<file path="src/rtl/ram_pkg.sv">
`default_nettype none
// ============================================================================
//  Module      : ram_pkg
//  Description : Shared types and constants for the clearable synchronous RAM.
//  Revision    : 1.0 - initial release
// ============================================================================
package ram_pkg;

    // Width of one byte lane in the write mask
    localparam int c_byte_w = 8;

    // Controller states: normal user access, or sweeping zeros into the array
    typedef enum logic [0:0] {
        IDLE  = 1'b0,
        CLEAR = 1'b1
    } state_e;

endpackage : ram_pkg
`default_nettype wire

</file>
<file path="src/rtl/ram_bank.sv">
`default_nettype none
// ============================================================================
//  Module      : ram_bank
//  Description : Storage array with one byte-enabled write port and one
//                registered read port. The read register only updates on
//                an enabled read and is zeroed by reset.
//  Revision    : 1.0 - initial release
// ============================================================================
module ram_bank
    import ram_pkg::*;
#(
    parameter int D_WIDTH = 8,
    parameter int A_WIDTH = 5,
    parameter int A_MAX   = 32
) (
    input  logic                          clk,
    input  logic                          rst,
    input  logic                          we_i,
    input  logic [D_WIDTH/c_byte_w-1:0]   be_i,
    input  logic [A_WIDTH-1:0]            waddr_i,
    input  logic [D_WIDTH-1:0]            wdata_i,
    input  logic                          re_i,
    input  logic [A_WIDTH-1:0]            raddr_i,
    output logic [D_WIDTH-1:0]            rdata_o
);

    localparam int c_nb = D_WIDTH / c_byte_w;

    logic [D_WIDTH-1:0] mem_q [A_MAX];
    logic [D_WIDTH-1:0] rdata_q;
    logic [D_WIDTH-1:0] w_bit_mask;

    // Expand the per-byte enables into a per-bit mask
    for (genvar gi = 0; gi < c_nb; gi++) begin : g_byte
        assign w_bit_mask[gi*c_byte_w +: c_byte_w] = {c_byte_w{be_i[gi]}};
    end

    // Write port: merge enabled bytes into the addressed word
    always_ff @(posedge clk) begin
        if (we_i) begin
            mem_q[waddr_i] <= (mem_q[waddr_i] & ~w_bit_mask) | (wdata_i & w_bit_mask);
        end
    end

    // Read port: capture the addressed word, hold otherwise
    always_ff @(posedge clk) begin
        if (rst) begin
            rdata_q <= '0;
        end else if (re_i) begin
            rdata_q <= mem_q[raddr_i];
        end
    end

    assign rdata_o = rdata_q;

endmodule : ram_bank
`default_nettype wire

</file>
<file path="src/rtl/ram_sync_clr.sv">
`default_nettype none
// ============================================================================
//  Module      : ram_sync_clr
//  Description : Single-clock RAM with byte-enabled writes, registered reads,
//                write-first same-address forwarding and a sequential clear
//                engine that zeroes every word after reset or on request.
//  Revision    : 1.0 - initial release
// ============================================================================
module ram_sync_clr
    import ram_pkg::*;
#(
    parameter int D_WIDTH = 8,
    parameter int A_WIDTH = 5,
    parameter int A_MAX   = 32
) (
    input  logic                          clk,
    input  logic                          rst,
    input  logic                          clear,
    output logic                          busy,
    input  logic                          write_enable,
    input  logic [D_WIDTH/c_byte_w-1:0]   byte_enable,
    input  logic [A_WIDTH-1:0]            address_write,
    input  logic [D_WIDTH-1:0]            data_write,
    input  logic                          read_enable,
    input  logic [A_WIDTH-1:0]            address_read,
    output logic [D_WIDTH-1:0]            data_read,
    output logic                          read_valid
);

    localparam int                 c_nb   = D_WIDTH / c_byte_w;
    localparam logic [A_WIDTH-1:0] c_last = A_WIDTH'(A_MAX - 1);
    localparam logic [A_WIDTH:0]   c_amax = (A_WIDTH + 1)'(A_MAX);

    state_e               state_q, state_d;
    logic [A_WIDTH-1:0]   cnt_q, cnt_d;
    logic                 rvalid_q;
    logic                 zero_q;
    logic [c_nb-1:0]      fmask_q;
    logic [D_WIDTH-1:0]   fdata_q;

    logic                 w_idle;
    logic                 w_clr_wr;
    logic                 w_wr_in_range;
    logic                 w_rd_in_range;
    logic                 w_wr_acc;
    logic                 w_rd_acc;
    logic                 w_bank_we;
    logic [c_nb-1:0]      w_bank_be;
    logic [A_WIDTH-1:0]   w_bank_waddr;
    logic [D_WIDTH-1:0]   w_bank_wdata;
    logic [D_WIDTH-1:0]   w_bank_rdata;
    logic [D_WIDTH-1:0]   w_data_read;

    // Reset holds off user traffic; otherwise only IDLE accepts accesses
    assign w_idle        = (state_q == IDLE) && !rst;
    assign w_clr_wr      = (state_q == CLEAR) && !rst;
    assign w_wr_in_range = ({1'b0, address_write} < c_amax);
    assign w_rd_in_range = ({1'b0, address_read}  < c_amax);
    assign w_wr_acc      = w_idle && write_enable && w_wr_in_range;
    assign w_rd_acc      = w_idle && read_enable;

    // The clear engine owns the write port while busy
    assign w_bank_we    = w_wr_acc || w_clr_wr;
    assign w_bank_be    = w_clr_wr ? '1    : byte_enable;
    assign w_bank_waddr = w_clr_wr ? cnt_q : address_write;
    assign w_bank_wdata = w_clr_wr ? '0    : data_write;

    // State register and clear counter; reset restarts the sweep at word 0
    always_ff @(posedge clk) begin
        if (rst) begin
            state_q <= CLEAR;
            cnt_q   <= '0;
        end else begin
            state_q <= state_d;
            cnt_q   <= cnt_d;
        end
    end

    // Next-state: clear is only sampled in IDLE, sweep ends after the last word
    always_comb begin
        state_d = state_q;
        cnt_d   = cnt_q;
        case (state_q)
            IDLE: begin
                if (clear) begin
                    state_d = CLEAR;
                    cnt_d   = '0;
                end
            end
            CLEAR: begin
                if (cnt_q == c_last) begin
                    state_d = IDLE;
                    cnt_d   = '0;
                end else begin
                    cnt_d = cnt_q + 1'b1;
                end
            end
            default: begin
                state_d = IDLE;
                cnt_d   = '0;
            end
        endcase
    end

    // Read side-band: valid pulse, out-of-range flag and same-edge write bytes
    always_ff @(posedge clk) begin
        if (rst) begin
            rvalid_q <= 1'b0;
            zero_q   <= 1'b1;
            fmask_q  <= '0;
            fdata_q  <= '0;
        end else begin
            rvalid_q <= w_rd_acc;
            if (w_rd_acc) begin
                zero_q  <= !w_rd_in_range;
                fmask_q <= (w_wr_acc && (address_write == address_read)) ? byte_enable : '0;
                fdata_q <= data_write;
            end
        end
    end

    // Output merge: forwarded bytes override stored ones, out-of-range reads give zero
    always_comb begin
        w_data_read = w_bank_rdata;
        for (int i = 0; i < c_nb; i++) begin
            if (fmask_q[i]) begin
                w_data_read[i*c_byte_w +: c_byte_w] = fdata_q[i*c_byte_w +: c_byte_w];
            end
        end
        if (zero_q) begin
            w_data_read = '0;
        end
    end

    ram_bank #(
        .D_WIDTH (D_WIDTH),
        .A_WIDTH (A_WIDTH),
        .A_MAX   (A_MAX)
    ) u_bank (
        .clk     (clk),
        .rst     (rst),
        .we_i    (w_bank_we),
        .be_i    (w_bank_be),
        .waddr_i (w_bank_waddr),
        .wdata_i (w_bank_wdata),
        .re_i    (w_rd_acc && w_rd_in_range),
        .raddr_i (address_read),
        .rdata_o (w_bank_rdata)
    );

    assign busy       = (state_q == CLEAR);
    assign read_valid = rvalid_q;
    assign data_read  = w_data_read;

endmodule : ram_sync_clr
`default_nettype wire

</file>
<file path="config.mk">
export PLATFORM = sky130hd
export DESIGN_NAME = ram_sync_clr
export DESIGN_NICKNAME = d
export VERILOG_FILES = /design/src/rtl/ram_pkg.sv /design/src/rtl/ram_bank.sv /design/src/rtl/ram_sync_clr.sv
export SDC_FILE = /design/constraint.sdc
export NUM_CORES = 1
export LEC_CHECK = 0
export ABC_AREA = 1
export BUFFER_PORTS_ARGS = -buffer_cell sky130_fd_sc_hd__buf_2
export CELL_PAD_IN_SITES_DETAIL_PLACEMENT = 1
export CELL_PAD_IN_SITES_GLOBAL_PLACEMENT = 1
export CORE_AREA = 2 2 178 180
export DETAILED_ROUTE_END_ITERATION = 12
export DIE_AREA = 0 0 180 182
export PLACE_DENSITY_LB_ADDON = 0.12
export SETUP_SLACK_MARGIN = 0.2
export SLEW_MARGIN = 30
export SYNTH_ARGS = -nofsm -noshare
export SYNTH_HDL_FRONTEND = slang
export SYNTH_SLANG_ARGS = --single-unit
</file>
<file path="constraint.sdc">
create_clock -name clk -period 3.12 [get_ports clk]
set_clock_uncertainty 0.15 [all_clocks]
set_input_delay 0.156 -clock clk [delete_from_list [all_inputs] [get_ports clk]]
set_output_delay 0.156 -clock clk [all_outputs]
set_load 0.01 [all_outputs]
</file>
==> results summary <==
The tool flagged a number of max-cap violations equal to 0. The worst setup path is launched from a primary input. The cell total after placement is 2183.

The number of design rule violations left after detail routing came out at 0. The worst hold path begins at read_enable. In this run the critical register-to-register path is launched from busy. The final wirelength is approximately 54 mm.

The worst hold slack after final layout came out at ~0.014 ns. The maximum number of buffers from clock root to sink is 3. Setup repair after global routing left no endpoint under its margin.

The cell area after synthesis is about 0.015 mm^2. The total number of vias is around 13000. The depth of the worst hold-timing path is 3.

The flow ran to the end, and the final reports show no timing, DRC or antenna violations. The clock latency on the worst-skew pair is 0.52 ns. The most area-hungry cell type in the Yosys netlist is sky130_fd_sc_hd__edfxtp_1. The shortest period the worst path allows came out at 2.831 ns. The die covers 0.03276 mm^2. The total count of max-transition violations in the final report is 0. The number of ports placed on the die boundary came out at 34. Global routing consumed, over all layers together, between 30% and 40% of the routing resources. The fraction of final layout cells with drive strength greater than 1 came out at 10.33%. Synthesis handed over a netlist of roughly 1800 instances. 0 antenna diodes ended up in the layout. The maximum level of the CTS H-tree is 2. The kind of critical path is primary input to register. The half-perimeter wire length after placement came out at approximately 34 mm.

The initial antenna violation count is 0. The clock slew at the register clock pins of the worst setup and hold paths came out at approximately 0.05 ns. The library cell used most frequently in the layout, excluding fill and tap cells, is sky130_fd_sc_hd__nand2_1.

The number of buffers added by the clock tree synthesis step is 34. The net count after synthesis came out at between 1500 and 2000. The number of warning messages in the yosys log came out at 0. The fraction of synthesis flops using an asynchronous set or reset pin is 0%.

Counting flops with a built-in enable in the synthesized netlist gives 256. After synthesis, the mean cell area works out to approximately 8.2 um^2. The most critical setup path has its startpoint at rst.

The relative slew slack came out at about 54%. The sum of overflow across all layers after global routing is 0. The transition time at the pin with the least slew margin is between 0.6 and 0.7 ns. The final instance count without filler cells is about 2300. The final setup TNS is 0 ns. The first global-routing pass estimated slightly above 80 mm of wire. The register bit total from synthesis came out at about 280. In this run the worst hold path is classified as primary input to register. The synthesized design devotes to its leading area cell type a little over half of total area.

Compared with the post-synthesis result, the final layout area differs by 16.47%. The number of routed nets with antenna violations is 0. The global placement routability congestion came out at 0.8869. The total number of nets in the final design came out at 1860.

The TritonCTS sink count is between 200 and 300. After synthesis, flip-flops and latches occupy around 56% of the total area. The mean routed wirelength per cell is 23.91 um. Using the TritonRoute via totals, the vias-per-cell ratio works out to just under 6. The reported leakage power is ~7 nW. The area of the core region came out at ~0.031 mm^2. The number of rows in the core area is 65. The first TritonRoute pass finished after 5 iterations.

The delay of the slowest critical-path stage came out at roughly 0.52 ns. The synthesized netlist contains 32 unique library cells. Traced cell by cell, the critical path runs through dlygate4sd3_1 -> buf_2 -> inv_2 -> nand2_4 -> nand2_1 -> nand2_2 -> buf_12 -> nand3_1 -> buf_4 -> nor2_1 -> buf_4. In this run the tool buffered the top-level ports with 33 buffer cells. Setup violations remaining at the end of the flow were counted as 0. The initial cell density of the core is a little under half. The worst path uses about nine tenths of the clock period. The peak supply drop is approximately 420 uV. STA classifies the critical path endpoint as a register.

The via count of the first global-routing pass came out at 13470. On the critical path, the stage with the largest delay is an instance of sky130_fd_sc_hd__dlygate4sd3_1. TritonCTS built the clock tree.

The number of DRC violations after detailed-routing iteration 0 is 1075. The tree is rooted in a sky130_fd_sc_hd__clkbuf_16. Derived from the worst setup path, the maximum achievable clock frequency is ~0.35 GHz. The data arrival at the endpoint of the critical path came out at between 2 and 3 ns. In the post-synthesis netlist, the biggest area contributors are sky130_fd_sc_hd__edfxtp_1 (53%), sky130_fd_sc_hd__nand2_1 (20%), sky130_fd_sc_hd__nand3_1 (5.2%), sky130_fd_sc_hd__o21ai_0 (4.7%), sky130_fd_sc_hd__nor2_1 (4.3%).

The number of cell instances on the worst register-to-register path is 8. In the synthesized netlist the dominant register cell turns out to be sky130_fd_sc_hd__edfxtp_1. The largest net degree at the start of global routing came out at 81. The number of hold-slack violations in the final timing report came out at 0. The cell area power density came out at 572.0 mW/mm^2.

The maximum fanout along the worst path came out at 66. The library cells used most frequently in the layout, excluding fill and tap cells, are sky130_fd_sc_hd__nand2_1 (767), sky130_fd_sc_hd__edfxtp_1 (256), sky130_fd_sc_hd__nor2_1 (167). The overall die height is ~180 um. The cell that appears most often on the critical path is sky130_fd_sc_hd__buf_4. The floorplan die width came out at between 150 and 200 um. The post-route total power is between 9 and 10 mW.

The worst endpoint required time is 3.19 ns.
critical path, delay by kind of cell:
kind / cells / cell delay, ns
buf+inv: 6 / 1.59
simple gates: 5 / 1.05
layer usage:
metal | vias up | global-route usage, % | wire, um
met5 | - | 0 | 0
met4 | 0 | 12.72 | 2063
met3 | 114 | 4.934 | 3854
met2 | 518 | 53.35 | 25160
met1 | 6657 | 45.12 | 22990
li1 | 6055 | - | -
registers in the layout, summed over array words and instances (netlist names):
signal	flops
read_valid	1
fdata_q	8
cnt_q	5
busy	1
u_bank.mem_q	256
u_bank.rdata_o	8
zero_q	1
fmask_q	1
through the flow:
| step | util [%] | cell area [um^2] | worst slack (ns) |
|---|---|---|---|
| 2_1_floorplan | - | 14610 | 0.6918 |
| 3_3_place_gp | 50.41 | 15620 | 0.1962 |
| 3_5_place_dp | 50.41 | 15620 | 0.2009 |
| 4_1_cts | 54.63 | 16930 | 0.2755 |
| 5_1_grt | 54.92 | 17020 | 0.2102 |
| 6_report | 54.92 | 17020 | 0.2890 |
what timing repair did:
action | 4_1_cts | 5_1_grt
endpoints found under the hold margin | 23 | 0
hold buffers | 13 | 0
buffers inserted | 0 | 4
resized for setup | 4 | 6
endpoints found under the setup margin | 57 | 133
pin swaps | 0 | 3
Yosys cell counts, drive strengths merged, types with 2 or more instances:
master / n
a32o: 2
xnor2: 2
ha: 2
clkbuf: 62
nand2: 772
a21oi: 27
o21ai: 143
o22ai: 57
inv: 44
nor2: 167
edfxtp: 256
o211ai: 2
buf: 49
nand3: 152
clkinv: 2
nor3: 9
dfxtp: 25
power breakdown:
group,switching [mW],internal (mW)
registers,0.0275,4.22
clock network,1.55,2.55
logic,1.00,0.385
total,2.58,7.16
area by class of cell:
class / count / area, um^2
clock buffers: 41 / 940.9
flip-flops and latches: 281 / 8189
fillers: 3669 / 13970
well taps: 402 / 503.0
inverters: 46 / 173.9
repair buffers: 131 / 1184
multi-input cells: 1340 / 5812
clock inverters: 20 / 214.0
worst paths after layout:
| check | slack (ns) | end |
|---|---|---|
| worst max-delay path | 0.29 | u_bank.mem_q[24][5] |
| worst min-delay path | 0.01 | read_valid |
| worst max register to register | 0.34 | u_bank.mem_q[24][5] |
| worst min register to register | 0.31 | fdata_q[7] |
logic make-up after synthesis:
kind of cell | synth area share (%)
simple gates | 30.26
compound gates | 8.795
fa+ha+maj | 0.1712
flops | 56.04
xor+xnor | 0.1799
buf+inv | 4.547
Power figures use the tool's default switching activity.
